<file path="src/rtl/conv2d_engine.sv">
// conv2d_engine: KxK signed convolution over an interleaved multi-channel image, one result per pixel.
// Define CONV_REPLICATE_PAD_EN to replicate edge pixels into the border instead of zero padding.
module conv2d_engine #(
    parameter int PIX_W    = 8,
    parameter int COEF_W   = 8,
    parameter int ACC_W    = 32,
    parameter int CHANNELS = 3,
    parameter int MAX_K    = 7,
    parameter int DIM_W    = 12,
    parameter int ADDR_W   = 32
) (
    input  logic              Clk,
    input  logic              Reset,
    input  logic              Start,
    input  logic [ADDR_W-1:0] ImageBase,
    input  logic [ADDR_W-1:0] RowStride,
    input  logic [ADDR_W-1:0] KernelBase,
    input  logic [DIM_W-1:0]  ImgCols,
    input  logic [DIM_W-1:0]  ImgRows,
    input  logic [3:0]        KernelSize,
    output logic              PixRdEn,
    output logic [ADDR_W-1:0] PixAddr,
    input  logic [PIX_W-1:0]  PixRdData,
    output logic              CoefRdEn,
    output logic [ADDR_W-1:0] CoefAddr,
    input  logic [COEF_W-1:0] CoefRdData,
    output logic              OutValid,
    input  logic              OutReady,
    output logic [ACC_W-1:0]  OutData,
    output logic [1:0]        OutChan,
    output logic [DIM_W-1:0]  OutRow,
    output logic [DIM_W-1:0]  OutCol,
    output logic              Busy,
    output logic              Done,
    output logic              Error
);

    localparam int SW = DIM_W + 1;
    localparam int PW = COEF_W + PIX_W + 1;
    localparam logic [1:0] LAST_CHAN = 2'(CHANNELS - 1);

    typedef enum logic [2:0] {
        S_IDLE,
        S_ISSUE,
        S_DRAIN,
        S_EMIT,
        S_DONE
    } state_t;

    state_t state;

    logic [ADDR_W-1:0] img_base, row_stride, kern_base;
    logic [DIM_W-1:0]  img_cols, img_rows;
    logic [3:0]        k_size;
    logic [1:0]        chan;
    logic [DIM_W-1:0]  row, col;
    logic [3:0]        kr, kc;
    logic [ACC_W-1:0]  acc;
    logic              pend_vld, pend_pix;

    logic [1:0]        nxt_chan;
    logic [DIM_W-1:0]  nxt_row, nxt_col;
    logic              last_tap, last_out, k_ok;

    logic [ADDR_W-1:0] t_base, t_stride, t_kbase;
    logic [DIM_W-1:0]  t_cols, t_rows, t_row, t_col;
    logic [3:0]        t_k, t_kr, t_kc, t_c;
    logic [1:0]        t_chan;
    logic signed [SW-1:0] ty, tx;
    logic [ADDR_W-1:0] ya, xa;
    logic              t_pix_en;
    logic [ADDR_W-1:0] t_pix_addr, t_coef_addr;
`ifdef CONV_REPLICATE_PAD_EN
    logic [DIM_W-1:0]  cy, cx;
`endif

    logic signed [PW-1:0] prod;
    logic [ACC_W-1:0]     prod_ext;

    assign k_ok = KernelSize[0] && (KernelSize <= 4'(MAX_K));

    // Position of the output that follows the current one, and end-of-loop flags.
    always_comb begin
        last_tap = (kr == k_size - 4'd1) && (kc == k_size - 4'd1);
        last_out = (chan == LAST_CHAN) && (row == img_rows - DIM_W'(1)) && (col == img_cols - DIM_W'(1));
        nxt_chan = chan;
        nxt_row  = row;
        nxt_col  = col + DIM_W'(1);
        if (col == img_cols - DIM_W'(1)) begin
            nxt_col = '0;
            nxt_row = row + DIM_W'(1);
            if (row == img_rows - DIM_W'(1)) begin
                nxt_row  = '0;
                nxt_chan = chan + 2'd1;
            end
        end
    end

    // Selects the tap to be issued at the coming edge; on Start the raw inputs are used
    // because the configuration registers are only being loaded at that edge.
    always_comb begin
        t_base   = img_base;
        t_stride = row_stride;
        t_kbase  = kern_base;
        t_cols   = img_cols;
        t_rows   = img_rows;
        t_k      = k_size;
        t_chan   = chan;
        t_row    = row;
        t_col    = col;
        t_kr     = 4'd0;
        t_kc     = 4'd0;
        case (state)
            S_IDLE: begin
                t_base   = ImageBase;
                t_stride = RowStride;
                t_kbase  = KernelBase;
                t_cols   = ImgCols;
                t_rows   = ImgRows;
                t_k      = KernelSize;
                t_chan   = 2'd0;
                t_row    = '0;
                t_col    = '0;
            end
            S_ISSUE: begin
                t_kr = kr;
                t_kc = kc + 4'd1;
                if (kc == k_size - 4'd1) begin
                    t_kr = kr + 4'd1;
                    t_kc = 4'd0;
                end
            end
            S_EMIT: begin
                t_chan = nxt_chan;
                t_row  = nxt_row;
                t_col  = nxt_col;
            end
            default: ;
        endcase
    end

    always_comb begin
        t_c = (t_k - 4'd1) >> 1;
        ty  = SW'(t_row) + SW'(t_kr) - SW'(t_c);
        tx  = SW'(t_col) + SW'(t_kc) - SW'(t_c);
`ifdef CONV_REPLICATE_PAD_EN
        cy = ty[SW-1] ? '0 : (ty[DIM_W-1:0] >= t_rows) ? t_rows - DIM_W'(1) : ty[DIM_W-1:0];
        cx = tx[SW-1] ? '0 : (tx[DIM_W-1:0] >= t_cols) ? t_cols - DIM_W'(1) : tx[DIM_W-1:0];
        ya = ADDR_W'(cy);
        xa = ADDR_W'(cx);
        t_pix_en = 1'b1;
`else
        ya = {{(ADDR_W-SW){ty[SW-1]}}, ty};
        xa = {{(ADDR_W-SW){tx[SW-1]}}, tx};
        t_pix_en = !(ty[SW-1] || (ty[DIM_W-1:0] >= t_rows) ||
                     tx[SW-1] || (tx[DIM_W-1:0] >= t_cols));
`endif
        t_pix_addr  = t_base + ya * t_stride + xa * ADDR_W'(CHANNELS) + ADDR_W'(t_chan);
        t_coef_addr = t_kbase + ADDR_W'(t_kr) * ADDR_W'(t_k) + ADDR_W'(t_kc);
    end

    // Pixel is unsigned, so it gets a zero sign bit before the signed multiply.
    assign prod     = PW'($signed(CoefRdData)) * PW'($signed({1'b0, PixRdData}));
    assign prod_ext = {{(ACC_W-PW){prod[PW-1]}}, prod};

    always_ff @(posedge Clk) begin
        if (Reset) begin
            state      <= S_IDLE;
            img_base   <= '0;
            row_stride <= '0;
            kern_base  <= '0;
            img_cols   <= '0;
            img_rows   <= '0;
            k_size     <= '0;
            chan       <= '0;
            row        <= '0;
            col        <= '0;
            kr         <= '0;
            kc         <= '0;
            acc        <= '0;
            pend_vld   <= 1'b0;
            pend_pix   <= 1'b0;
            PixRdEn    <= 1'b0;
            PixAddr    <= '0;
            CoefRdEn   <= 1'b0;
            CoefAddr   <= '0;
            OutValid   <= 1'b0;
            OutData    <= '0;
            OutChan    <= '0;
            OutRow     <= '0;
            OutCol     <= '0;
            Busy       <= 1'b0;
            Done       <= 1'b0;
            Error      <= 1'b0;
        end else begin
            Done     <= 1'b0;
            Error    <= 1'b0;
            pend_vld <= CoefRdEn;
            pend_pix <= PixRdEn;
            if (pend_vld && pend_pix) begin
                acc <= acc + prod_ext;
            end
            case (state)
                S_IDLE: begin
                    if (Start) begin
                        if (k_ok) begin
                            img_base   <= ImageBase;
                            row_stride <= RowStride;
                            kern_base  <= KernelBase;
                            img_cols   <= ImgCols;
                            img_rows   <= ImgRows;
                            k_size     <= KernelSize;
                            chan       <= '0;
                            row        <= '0;
                            col        <= '0;
                            kr         <= '0;
                            kc         <= '0;
                            acc        <= '0;
                            Busy       <= 1'b1;
                            PixRdEn    <= t_pix_en;
                            PixAddr    <= t_pix_addr;
                            CoefRdEn   <= 1'b1;
                            CoefAddr   <= t_coef_addr;
                            state      <= S_ISSUE;
                        end else begin
                            Error <= 1'b1;
                        end
                    end
                end
                S_ISSUE: begin
                    if (last_tap) begin
                        PixRdEn  <= 1'b0;
                        CoefRdEn <= 1'b0;
                        state    <= S_DRAIN;
                    end else begin
                        kr       <= t_kr;
                        kc       <= t_kc;
                        PixRdEn  <= t_pix_en;
                        PixAddr  <= t_pix_addr;
                        CoefRdEn <= 1'b1;
                        CoefAddr <= t_coef_addr;
                    end
                end
                S_DRAIN: state <= S_EMIT;
                S_EMIT: begin
                    if (!OutValid) begin
                        OutValid <= 1'b1;
                        OutData  <= acc;
                        OutChan  <= chan;
                        OutRow   <= row;
                        OutCol   <= col;
                    end else if (OutReady) begin
                        OutValid <= 1'b0;
                        if (last_out) begin
                            Busy  <= 1'b0;
                            Done  <= 1'b1;
                            state <= S_DONE;
                        end else begin
                            chan     <= nxt_chan;
                            row      <= nxt_row;
                            col      <= nxt_col;
                            kr       <= '0;
                            kc       <= '0;
                            acc      <= '0;
                            PixRdEn  <= t_pix_en;
                            PixAddr  <= t_pix_addr;
                            CoefRdEn <= 1'b1;
                            CoefAddr <= t_coef_addr;
                            state    <= S_ISSUE;
                        end
                    end
                end
                S_DONE:  state <= S_IDLE;
                default: state <= S_IDLE;
            endcase
        end
    end

endmodule

</file>
<file path="config.mk">
export PLATFORM = sky130hd
export DESIGN_NAME = conv2d_engine
export DESIGN_NICKNAME = d
export VERILOG_FILES = /design/src/rtl/conv2d_engine.sv
export SDC_FILE = /design/constraint.sdc
export NUM_CORES = 2
export LEC_CHECK = 0
export CAP_MARGIN = 25
export CORE_AREA = 2 2 288 219
export DETAILED_ROUTE_END_ITERATION = 8
export DIE_AREA = 0 0 290 221
export GPL_ROUTABILITY_DRIVEN = 0
export PLACE_DENSITY = 0.87
export REMOVE_ABC_BUFFERS = 1
export SKIP_CTS_REPAIR_TIMING = 1
export SLEW_MARGIN = 15
export SYNTH_ARGS = -nofsm -noshare
export SYNTH_HDL_FRONTEND = slang
export SYNTH_SLANG_ARGS = --single-unit
export TNS_END_PERCENT = 1
</file>
<file path="constraint.sdc">
create_clock -name Clk -period 16.7 [get_ports Clk]
set_input_delay 5.01 -clock Clk [delete_from_list [all_inputs] [get_ports Clk]]
set_output_delay 5.01 -clock Clk [all_outputs]
set_load 0.01 [all_outputs]
</file>
==> reports/metrics.yaml <==
critical_path:
  crit_arrival_ns: 16.61
  worstPathMaxFanout: 12
  crit_required_ns: 17.18
  cp-start-kind: "input pin"
  crit_top_cell: "inv_1"
  crit_slowest_cell: "fa_1"
  crit_type: "in -> reg"
  slowest_delay_ns: 0.57
  setup.worst_path.end_class: "flop"
clock_tree:
  cts_root_buf: "clkbuf_16"
  cts_made_buffers: 38
  cts_tree: "yes"
  htreeDepth: 2
  clk_pin_slew_ns: 0.06
  cts_sinks: 323
  clockBufferDepth: 3
  clk_latency_ns: 0.59
synth:
  synth_area_um2: 33400
  ys_warn_count: 0
  synth_top_area_frac: 0.225
  async_flop_share: 0
  synth_area_leaders: "fa_1, dfxtp_1, nand2_1"
  syn_area_per_cell_um2: 7.92
  synth_ff_type: "dfxtp_1"
  synthCells: 4224
  synth_edf_count: 0
  yosysMostFrequentCell: "nand2_1"
  yosysTopAreaCell: "fa_1"
  synth_commonest_cells: "nand2_1, inv_1, a21oi_1"
  synth-seq-cells: 323
  seq_area_frac_synth: 0.193
  ys_types: 85
global_route:
  antenna_found_initial: 9
  grt_remaining_overflow: 0
  grt_pass1_wl_um: 151000
  grt_start_max_net_pins: 95
  grtUsageTotal: 0.289
  grt_pass1_vias: 29300
finish:
  drive_above_1_share: 0.0343
  utilization: 0.621
  nFillCells: 5036
  nets: 5143
  area_growth_pct: 13.9
placement:
  dp_hpwl_um: 69500
  numPortBuffers: 271
  preCtsSetupSlack_ns: -0.141
die:
  die_height_um: 221
  rows: 79
  initial_utilization: 0.545
  coreArea_um2: 61400
  dieArea_um2: 64100
  dieWidth_um: 290
  ioPinCount: 272
detailed_routing:
  firstDrtPassIters: 8
  wl_per_cell_um: 17.7
  viasPerCell: 5.68
  via_count: 29600
  drc: 0
  ant_nets: 0
  drt_wl_total_um: 92600
  drtIter0Drc: 2722
timing:
  finalWorstSetupSlack_ns: 0.575
  skew_ns: 0.0303
  fmax_mhz: 62.0
  slew_violations: 0
  final_hold_viol_count: 0
  max-slew-margin-rel: 0.284
  setup_viol: 0
  worstMarginPinSlew_ns: 1.07
  fin_tns_setup_ns: 0
  fin_crit_sh: 0.966
  min_period_ns: 16.12
job:
  max_cap_violations: 0
status:
  outcome: "complete, no violations"
hold_path:
  hold_class: "reg -> reg"
[final timing paths]
check / start / to / slack, ns / depth (start not counted)
worst max-delay path: KernelSize[0] / PixAddr[31] / 0.58 / 47
worst min-delay path: CoefAddr[21] / CoefAddr[21] / 0.45 / 2
worst max register to register: img_cols[0] / PixAddr[31] / 2.69 / 52
worst min register to register: CoefAddr[21] / CoefAddr[21] / 0.45 / 2
[metal layers]
layer / GRT usage / up-vias / wire, um
met5: 0 / - / 0
met4: 0.111 / 0 / 3310
met3: 0.0690 / 238 / 9450
met2: 0.449 / 1387 / 40900
met1: 0.392 / 14200 / 38900
li1: - / 13800 / -
[state kept, by name, indices dropped and copies added, names as in the netlist, 3 cells and up]
| name | flops |
|---|---|
| OutCol | 12 |
| img_base | 32 |
| PixAddr | 32 |
| kc | 4 |
| OutData | 32 |
| kr | 4 |
| CoefAddr | 32 |
| acc | 32 |
| img_rows | 12 |
| OutRow | 12 |
| row | 12 |
| kern_base | 32 |
| k_size | 4 |
| img_cols | 12 |
| col | 12 |
| row_stride | 32 |
| state | 3 |
[critical path: cells and delay by family]
kind	cells	cell delay, ns
buffers and inverters	10	1.39
and+or+nand+nor	2	0.28
AOI/OAI and AO/OA	18	3.74
adders and majority gates	12	5.07
xor gates and xnor gates	4	0.97
muxes	1	0.12
[metrics by stage]
step	area (um2)	instances	hold slack (ns)
after floorplan	32600	4021	0.430
after global placement	36700	5136	0.439
after detailed placement	36700	5136	0.442
after CTS	38000	5205	0.451
after global routing	38100	5216	0.468
final	38100	5217	0.451
[kinds of logic (layout without fill, tap and decap cells)]
group | Yosys count | in the layout | synth area share
and+or+nand+nor | 1561 | 1561 | 0.203
buffers and inverters | 753 | 927 | 0.0858
muxes | 90 | 90 | 0.0269
DFF | 323 | 323 | 0.193
other | 0 | 9 | 0
xor gates and xnor gates | 172 | 172 | 0.0479
adders and majority gates | 632 | 632 | 0.321
AOI/OAI and AO/OA | 693 | 693 | 0.123
[area by class of cell]
class | instances | area [um2] | share of cell area
multi-input cells | 3148 | 24200 | 0.636
flip-flops and latches | 323 | 6470 | 0.170
repair buffers | 308 | 3000 | 0.0787
inverters | 550 | 2070 | 0.0542
clock buffers | 50 | 1090 | 0.0286
well taps | 810 | 1010 | 0.0266
clock inverters | 19 | 220 | 0.00578
diodes | 9 | 22.5 | 0.000591
[cell usage in the layout (no fill, tap or decap), drive strengths merged, types with 52 or more instances in the layout]
| cell type | n |
|---|---|
| ha | 254 |
| a21oi | 378 |
| nand2 | 953 |
| nor3 | 64 |
| clkdlybuf4s50 | 270 |
| mux2i | 90 |
| and2 | 73 |
| nor2 | 227 |
| fa | 376 |
| a21o | 55 |
| o21ai | 95 |
| dfxtp | 323 |
| clkbuf | 52 |
| xnor2 | 122 |
| inv | 549 |
Power is not shown: default switching activity piles up to over one toggle a cycle in this logic, so the estimate is an artifact.
